`src/rtl/idct_transpose_buf.sv`:
```
`default_nettype none
// ============================================================================
// idct_transpose_buf : ping-pong 4x4 transpose buffer between IDCT passes
// Revision 1.0
// ============================================================================
module idct_transpose_buf #(
   parameter int CLIP_W = 16
) (
   input  logic               clk,
   input  logic               reset,
   input  logic               in_valid,
   output logic               in_ready,
   input  logic signed [24:0] d_in,
   output logic               out_valid,
   input  logic               out_ready,
   output logic signed [24:0] d_out_1,
   output logic signed [24:0] d_out_2,
   output logic signed [24:0] d_out_3,
   output logic signed [24:0] d_out_4
);

   typedef enum logic {
      FREE = 1'b0,
      FULL = 1'b1
   } bank_state_t;

   bank_state_t state_q [2];
   bank_state_t state_d [2];
   logic        wbank_q, wbank_d;
   logic        rbank_q, rbank_d;
   logic [3:0]  wcnt_q, wcnt_d;
   logic [1:0]  rcnt_q, rcnt_d;
   logic        wr_fire, rd_fire;
   logic signed [24:0] clip_data;

   // Entry index is {row, col}, so a block is stored row-major.
   logic [24:0] mem [2][16];

   generate
      if (CLIP_W < 25) begin : g_clip
         localparam logic signed [24:0] SAT_MAX = 25'((2 ** (CLIP_W - 1)) - 1);
         localparam logic signed [24:0] SAT_MIN = -SAT_MAX - 25'sd1;
         always_comb begin
            if (d_in > SAT_MAX) begin
               clip_data = SAT_MAX;
            end else if (d_in < SAT_MIN) begin
               clip_data = SAT_MIN;
            end else begin
               clip_data = d_in;
            end
         end
      end else begin : g_noclip
         assign clip_data = d_in;
      end
   endgenerate

   assign in_ready  = (state_q[wbank_q] == FREE);
   assign out_valid = (state_q[rbank_q] == FULL);
   assign wr_fire   = in_valid && in_ready;
   assign rd_fire   = out_valid && out_ready;

   always_ff @(posedge clk) begin
      if (!reset) begin
         state_q[0] <= FREE;
         state_q[1] <= FREE;
         wbank_q    <= 1'b0;
         rbank_q    <= 1'b0;
         wcnt_q     <= 4'd0;
         rcnt_q     <= 2'd0;
      end else begin
         state_q <= state_d;
         wbank_q <= wbank_d;
         rbank_q <= rbank_d;
         wcnt_q  <= wcnt_d;
         rcnt_q  <= rcnt_d;
      end
   end

   // A write can only target a FREE bank and a read only a FULL one, so the
   // two state updates below never touch the same bank in one cycle.
   always_comb begin
      state_d = state_q;
      wbank_d = wbank_q;
      rbank_d = rbank_q;
      wcnt_d  = wcnt_q;
      rcnt_d  = rcnt_q;
      if (wr_fire) begin
         wcnt_d = wcnt_q + 4'd1;
         if (wcnt_q == 4'd15) begin
            state_d[wbank_q] = FULL;
            wbank_d          = ~wbank_q;
         end
      end
      if (rd_fire) begin
         rcnt_d = rcnt_q + 2'd1;
         if (rcnt_q == 2'd3) begin
            state_d[rbank_q] = FREE;
            rbank_d          = ~rbank_q;
         end
      end
   end

   always_ff @(posedge clk) begin
      if (reset && wr_fire) begin
         mem[wbank_q][wcnt_q] <= clip_data;
      end
   end

   always_comb begin
      d_out_1 = '0;
      d_out_2 = '0;
      d_out_3 = '0;
      d_out_4 = '0;
      if (out_valid) begin
         d_out_1 = mem[rbank_q][{2'd0, rcnt_q}];
         d_out_2 = mem[rbank_q][{2'd1, rcnt_q}];
         d_out_3 = mem[rbank_q][{2'd2, rcnt_q}];
         d_out_4 = mem[rbank_q][{2'd3, rcnt_q}];
      end
   end

endmodule
`default_nettype wire

```
`config.mk`:
```
export PLATFORM = sky130hd
export DESIGN_NAME = idct_transpose_buf
export DESIGN_NICKNAME = d
export VERILOG_FILES = /design/src/rtl/idct_transpose_buf.sv
export SDC_FILE = /design/constraint.sdc
export NUM_CORES = 1
export LEC_CHECK = 0
export ABC_AREA = 1
export BUFFER_PORTS_ARGS = -buffer_cell sky130_fd_sc_hd__buf_2
export CELL_PAD_IN_SITES_DETAIL_PLACEMENT = 1
export CELL_PAD_IN_SITES_GLOBAL_PLACEMENT = 1
export CORE_UTILIZATION = 52
export CTS_BUF_LIST = sky130_fd_sc_hd__clkbuf_4
export CTS_CLUSTER_DIAMETER = 200
export DETAILED_ROUTE_END_ITERATION = 7
export GPL_TIMING_DRIVEN = 1
export PLACE_DENSITY_LB_ADDON = 0.1
export SLEW_MARGIN = 5
export SYNTH_ARGS = -nofsm -noshare
export SYNTH_HDL_FRONTEND = slang
export SYNTH_SLANG_ARGS = --single-unit
```
`constraint.sdc`:
```
create_clock -name clk -period 5.4 [get_ports clk]
set_input_delay 1.35 -clock clk [delete_from_list [all_inputs] [get_ports clk]]
set_output_delay 1.35 -clock clk [all_outputs]
set_load 0.01 [all_outputs]
```
Word-level counts from Yosys, hierarchy flattened:

Memories as Yosys holds them, arrays and structs flattened. A register that Yosys moved wholly into a read port is not among the register bits.
Cells that the tools add are included.

* logic and storage cells: 82
* input port bits: 29
* flip-flop bits (word level): 10
* output and inout bits: 102
* memory bits (read-only): 0
* latch bits: 0
* RAM bits: 800
* memories kept: 1

Memory list
* mem: depth 2, bits a word 400, rd ports 1, clocked after Yosys merged registers in 1, wr ports 1, line 37 `logic [24:0] mem [2][16];`

* multiplexer cells: 38
* shift operators: 0
* div/mod/pow operators: 0
* $mul: 0
* magnitude comparators: 12
* equal/unequal tests: 2
* reductions and logical operators: 8
* bitwise logic cells: 13
* add/sub/neg operators: 2

Operators with widths (number)
* 25-bit binary-select mux with 4-bit select: 4
* 400-bit 2-to-1 mux: 1
* 25-bit 2-to-1 mux: 15
* 25-bit demux with 4-bit select: 1
* 5-bit >= comparator, second input constant: 5
* 25-bit by 16-bit > comparator with 1-bit output, second input constant: 1
* 25-bit by 16-bit less-than comparator with 1-bit output, second input constant: 1
* 4-bit inverter with 5-bit output: 3
* 1-bit 2-to-1 mux: 11
* 2-bit 2-to-1 mux: 4
* 1-bit logical AND: 6
* 5-bit by 1-bit less-than comparator with 1-bit output, second input constant: 1
* 2-bit inverter with 5-bit output: 1
* 3-bit inverter with 5-bit output: 1
* 4-bit by 1-bit adder with 4-bit output, second input constant: 1
* 4-bit == test, second input constant: 1
* 2-bit >= comparator, second input constant: 2
* 2-bit by 1-bit less-than comparator with 1-bit output, second input constant: 2
* 1-bit inverter with 2-bit output: 2
* 2-bit AND reduction: 2
* 1-bit inverter: 3
* 2-bit by 1-bit adder with 2-bit output, second input constant: 1
* 2-bit bitwise AND: 1
* 1-bit demux with 1-bit select: 2
* other kinds (3): 3

Longest topological paths before layout:

* depth in word-level cells: 11
* depth in mapped cells: 9
* depth with buffers taken out: 7

Worst setup path before layout:

Ideal clock, no wire load.

* path type: input-to-reg
* start point: input reset
* end point: memory mem[0][125] in the netlist's numbering, enable pin
* cell stages on the path: 5
* setup time: 438 ps
* required time: 4962 ps
* data arrival time: 3818 ps
* buffers on the path: 1
* slack: 1143 ps
* path through: clkbuf_1 > inv_1 > nor2_1 > nand2_2 > nor3_1

* longest elaborated chain between the ends: 3

Ends and longest elaborated chain
* from (decl): line 10 `input logic reset,`
* 1-bit logical AND: line 104 `if (reset && wr_fire) begin`
* 1-bit 2-to-1 mux: line 104
* 400-bit 2-to-1 mux (not written as such): line 105 `mem[wbank_q][wcnt_q] <= clip_data;`
* to (decl): line 37

No other way between the ends.

==> impl_metrics.xml <==
<?xml version="1.0" encoding="UTF-8"?>
<metrics>
  <group name="status">
    <metric name="status" unit="">finished clean</metric>
  </group>
  <group name="logic_synthesis">
    <metric name="synth_top_area_cell" unit="">sky130_fd_sc_hd__edfxtp_1</metric>
    <metric name="synth_nets" unit="">3191</metric>
    <metric name="yosysUniqueCellTypes" unit="">21</metric>
    <metric name="synth_top_cell_area_share" unit="%">70.49</metric>
    <metric name="netlist_top_cells_area" unit="">sky130_fd_sc_hd__edfxtp_1, sky130_fd_sc_hd__nor2_1, sky130_fd_sc_hd__nand2_1, sky130_fd_sc_hd__o21ai_0, sky130_fd_sc_hd__inv_1</metric>
    <metric name="postSynthAreaPerCell" unit="sq um">10.80</metric>
    <metric name="netlist_instances" unit="">3156</metric>
    <metric name="synth-seq-cells" unit="">811</metric>
    <metric name="synth_seq_area_share" unit="%">71.14</metric>
    <metric name="yosysWarningCount" unit="">0</metric>
    <metric name="syn_area" unit="sq mm">0.03408</metric>
  </group>
  <group name="timing">
    <metric name="finalSetupTns" unit="ps">0</metric>
    <metric name="unrepaired_setup_endpoints_after_global_routing" unit="">no</metric>
    <metric name="timing_hold_violations_final" unit="">0</metric>
    <metric name="timing.final.max_slew_violations" unit="">0</metric>
    <metric name="fin_crit" unit="ps">5085</metric>
    <metric name="worst-slew-pin-transition" unit="ps">1255</metric>
    <metric name="fin_skew" unit="ps">65.73</metric>
    <metric name="postLayoutSetupSlackWorst" unit="ps">314.7</metric>
    <metric name="max-slew-margin-rel" unit="%">16.21</metric>
    <metric name="timing.hold.ws" unit="ps">522.9</metric>
    <metric name="max_clock_freq" unit="MHz">196.6</metric>
    <metric name="report.final.setup_viol" unit="">0</metric>
    <metric name="final.period_utilization" unit="%">94.17</metric>
  </group>
  <group name="layout">
    <metric name="filler_cell_count" unit="">6958</metric>
    <metric name="finalNonFillerCells" unit="">4397</metric>
    <metric name="area_growth_syn_to_layout" unit="%">12.54</metric>
    <metric name="post_route_cells_drive_above_1_share" unit="%">16.48</metric>
    <metric name="final_core_utilization" unit="%">59.39</metric>
    <metric name="multiInputGateArea" unit="sq mm">0.007916</metric>
    <metric name="nets" unit="">3426</metric>
    <metric name="sequential_cell_area" unit="sq mm">0.02425</metric>
  </group>
  <group name="power_and_ir_drop">
    <metric name="leakage_power_total" unit="nW">14.78</metric>
    <metric name="ir_worst_vdd" unit="mV">0.2080</metric>
    <metric name="power_per_cell_area" unit="mW/mm^2">324.2</metric>
  </group>
  <group name="grt">
    <metric name="first_global_vias" unit="">25890</metric>
    <metric name="grt_antenna_before_repair" unit="">6</metric>
    <metric name="grt_start_max_net_pins" unit="">261</metric>
    <metric name="grt_overflow" unit="">0</metric>
    <metric name="grt.total_usage" unit="%">30.25</metric>
    <metric name="global_route_wire_length_before_repair" unit="mm">149.7</metric>
  </group>
  <group name="die">
    <metric name="rows" unit="">93</metric>
    <metric name="floorplan.io_pins" unit="">131</metric>
    <metric name="core_region_area" unit="sq mm">0.06458</metric>
    <metric name="die_h" unit="um">258</metric>
    <metric name="initial_standard_cell_utilization_of_the_core" unit="%">52.77</metric>
    <metric name="total_die_area" unit="sq mm">0.06656</metric>
    <metric name="die_width" unit="um">258</metric>
  </group>
  <group name="detailed_routing">
    <metric name="antenna_violating_nets_post_route" unit="">0</metric>
    <metric name="drt_iter0_markers" unit="">2176</metric>
    <metric name="detail_route.drc_violations" unit="">0</metric>
    <metric name="drt_pre_antenna_iters" unit="">5</metric>
    <metric name="routed_vias" unit="">24250</metric>
    <metric name="via_density_per_instance" unit="">5.514</metric>
    <metric name="detail_route.wirelength" unit="mm">99.21</metric>
    <metric name="wire_length_per_cell_after_detailed_routing" unit="um">22.56</metric>
  </group>
  <group name="setup_path">
    <metric name="critPathCaptureType" unit="">primary output</metric>
    <metric name="delay_heaviest_family_cp" unit="">buffers and inverters</metric>
    <metric name="worstPathMaxFanout" unit="">93</metric>
    <metric name="worst_setup_path_start_kind" unit="">flop</metric>
    <metric name="cp.required" unit="ps">4050</metric>
    <metric name="critical_path.n_buffers_inverters" unit="">3</metric>
    <metric name="critical_path.cell_chain" unit="">buf_4, buf_4, o21ai_0, o21ai_0, nor2_1, nor2_1, buf_2</metric>
    <metric name="timing.setup.critical_path_class" unit="">flop to primary output</metric>
    <metric name="worst_ep_arrival_time" unit="ps">3740</metric>
    <metric name="slowest_stage_cell_on_the_critical_path" unit="">sky130_fd_sc_hd__buf_4</metric>
    <metric name="critical-path-max-stage-delay" unit="ps">720</metric>
  </group>
  <group name="placement">
    <metric name="place.gp.congestion" unit="">0.8515</metric>
    <metric name="place_hpwl" unit="mm">52.34</metric>
    <metric name="worst_setup_timing_slack_at_the_placement_stage" unit="ps">1204</metric>
    <metric name="count_of_port_buffers_added_during_placement" unit="">130</metric>
    <metric name="dpl.cell_count" unit="">4040</metric>
  </group>
  <group name="clock_network">
    <metric name="ctsHtreeMaxLevel" unit="">4</metric>
    <metric name="cts_clk_pin_slew_worst_paths" unit="ps">60</metric>
    <metric name="insertion_delay" unit="ps">1080</metric>
    <metric name="clock_tree.buffer_depth" unit="">3</metric>
    <metric name="cts_root_buffer" unit="">sky130_fd_sc_hd__clkbuf_4</metric>
    <metric name="numCtsBuffers" unit="">204</metric>
    <metric name="cts_resized" unit="">0</metric>
    <metric name="post_cts_buffers" unit="">0</metric>
    <metric name="cts-hold-fix-buffers" unit="">0</metric>
    <metric name="tritoncts" unit="">yes</metric>
    <metric name="cts_sinks" unit="">811</metric>
  </group>
  <group name="worst_hold_path">
    <metric name="worstHoldPathType" unit="">flop to flop</metric>
  </group>
  <group name="flow_run">
    <metric name="drv_cap" unit="">0</metric>
  </group>
</metrics>
## layout by cell type, fill, tap and decap left out, types with 4 or more instances in the layout
cell                         n
sky130_fd_sc_hd__edfxtp_1  800
sky130_fd_sc_hd__nor2_1    715
sky130_fd_sc_hd__nand2_1   554
sky130_fd_sc_hd__inv_1     320
sky130_fd_sc_hd__clkbuf_4  314
sky130_fd_sc_hd__o21ai_0   275
sky130_fd_sc_hd__nand3_1   205
sky130_fd_sc_hd__buf_2     130
sky130_fd_sc_hd__buf_4      65
sky130_fd_sc_hd__o21ai_1    30
sky130_fd_sc_hd__nor3_2     30
sky130_fd_sc_hd__clkinv_1   26
sky130_fd_sc_hd__a21oi_1    10
sky130_fd_sc_hd__dfxtp_1     8
sky130_fd_sc_hd__inv_2       7
sky130_fd_sc_hd__buf_12      7
sky130_fd_sc_hd__nor2_2      6
sky130_fd_sc_hd__ha_1        6
sky130_fd_sc_hd__a21oi_2     5
sky130_fd_sc_hd__diode_2     4
sky130_fd_sc_hd__nand4_1     4
## per-stage QoR
stage	total power [mW]	cell area, sq um
4_1_cts	12.54	38340
6_report	12.44	38350
3_5_place_dp	7.370	35750
5_1_grt	12.85	38350
3_3_place_gp	7.353	35750
2_1_floorplan	7.209	34080
## worst reg2reg max path, delay by kind of cell (launching register included)
kind,cells,cell delay [ps]
buffers and inverters,3,1030
DFF,1,310
and+or+nand+nor,5,1080
## routing by layer
metal  track usage [%]  up-vias  wire (um)
li1                  -    11050          -
met1             38.40    12140      39690
met2             50.25      885      48710
met3             6.841      169       7686
met4             12.57        4       3089
met5                 0        -         30
## power breakdown
| part | switching [mW] | internal, mW |
|---|---|---|
| combinational | 0.230 | 0.0408 |
| clock | 2.43 | 2.76 |
| sequential | 0.00751 | 6.96 |
## cells by family (layout without fill, tap and decap cells)
kind of cell / after synthesis / after routing / share of synthesized area (%)
other: 0 / 4 / 0
adders and majority gates: 6 / 6 / 0.2203
AOI/OAI and AO/OA: 321 / 321 / 4.714
and+or+nand+nor: 1521 / 1521 / 17.70
DFF: 811 / 811 / 71.14
buffers and inverters: 497 / 879 / 6.227
## sequential cells by signal, summed over array words and instances (netlist names), named ones only
name     cells
wbank_q      1
wcnt_q       4
rbank_q      1
rcnt_q       2
state_q      2
mem        800
## Yosys cell counts
| cell type | number |
|---|---|
| sky130_fd_sc_hd__nor2_1 | 721 |
| sky130_fd_sc_hd__inv_2 | 2 |
| sky130_fd_sc_hd__nor4_1 | 2 |
| sky130_fd_sc_hd__o21ai_1 | 30 |
| sky130_fd_sc_hd__o21ai_0 | 275 |
| sky130_fd_sc_hd__buf_2 | 28 |
| sky130_fd_sc_hd__nand3_1 | 205 |
| sky130_fd_sc_hd__dfxtp_1 | 11 |
| sky130_fd_sc_hd__clkbuf_1 | 93 |
| sky130_fd_sc_hd__nand3_2 | 1 |
| sky130_fd_sc_hd__nor3_1 | 30 |
| sky130_fd_sc_hd__inv_1 | 322 |
| sky130_fd_sc_hd__nand2_2 | 3 |
| sky130_fd_sc_hd__nand4_1 | 4 |
| sky130_fd_sc_hd__buf_4 | 33 |
| sky130_fd_sc_hd__buf_6 | 13 |
| sky130_fd_sc_hd__nand2_1 | 555 |
| sky130_fd_sc_hd__ha_1 | 6 |
| sky130_fd_sc_hd__a21oi_1 | 16 |
| sky130_fd_sc_hd__buf_1 | 6 |
| sky130_fd_sc_hd__edfxtp_1 | 800 |
## area by class of cell
type	instances	area share, %
clock buffer	314	6.146
timing repair buffer	202	3.334
multi-input combinational	1848	20.64
clock inverter	39	0.6264
tap	855	2.789
inverter	324	3.197
antenna	4	0.02610
sequential	811	63.24
## path summary, 6_finish.rpt
path              startpoint     endpoint  slack [ps]  cells past startpoint
hold / removal    state_q[0]   state_q[0]         520                      2
hold reg to reg   state_q[0]   state_q[0]         520                      2
setup / recovery        flop  d_out_1[14]         310                      7
setup reg to reg     wbank_q  mem[0][197]        2620                      8
No activity file was read; power rests on OpenSTA's default activity.
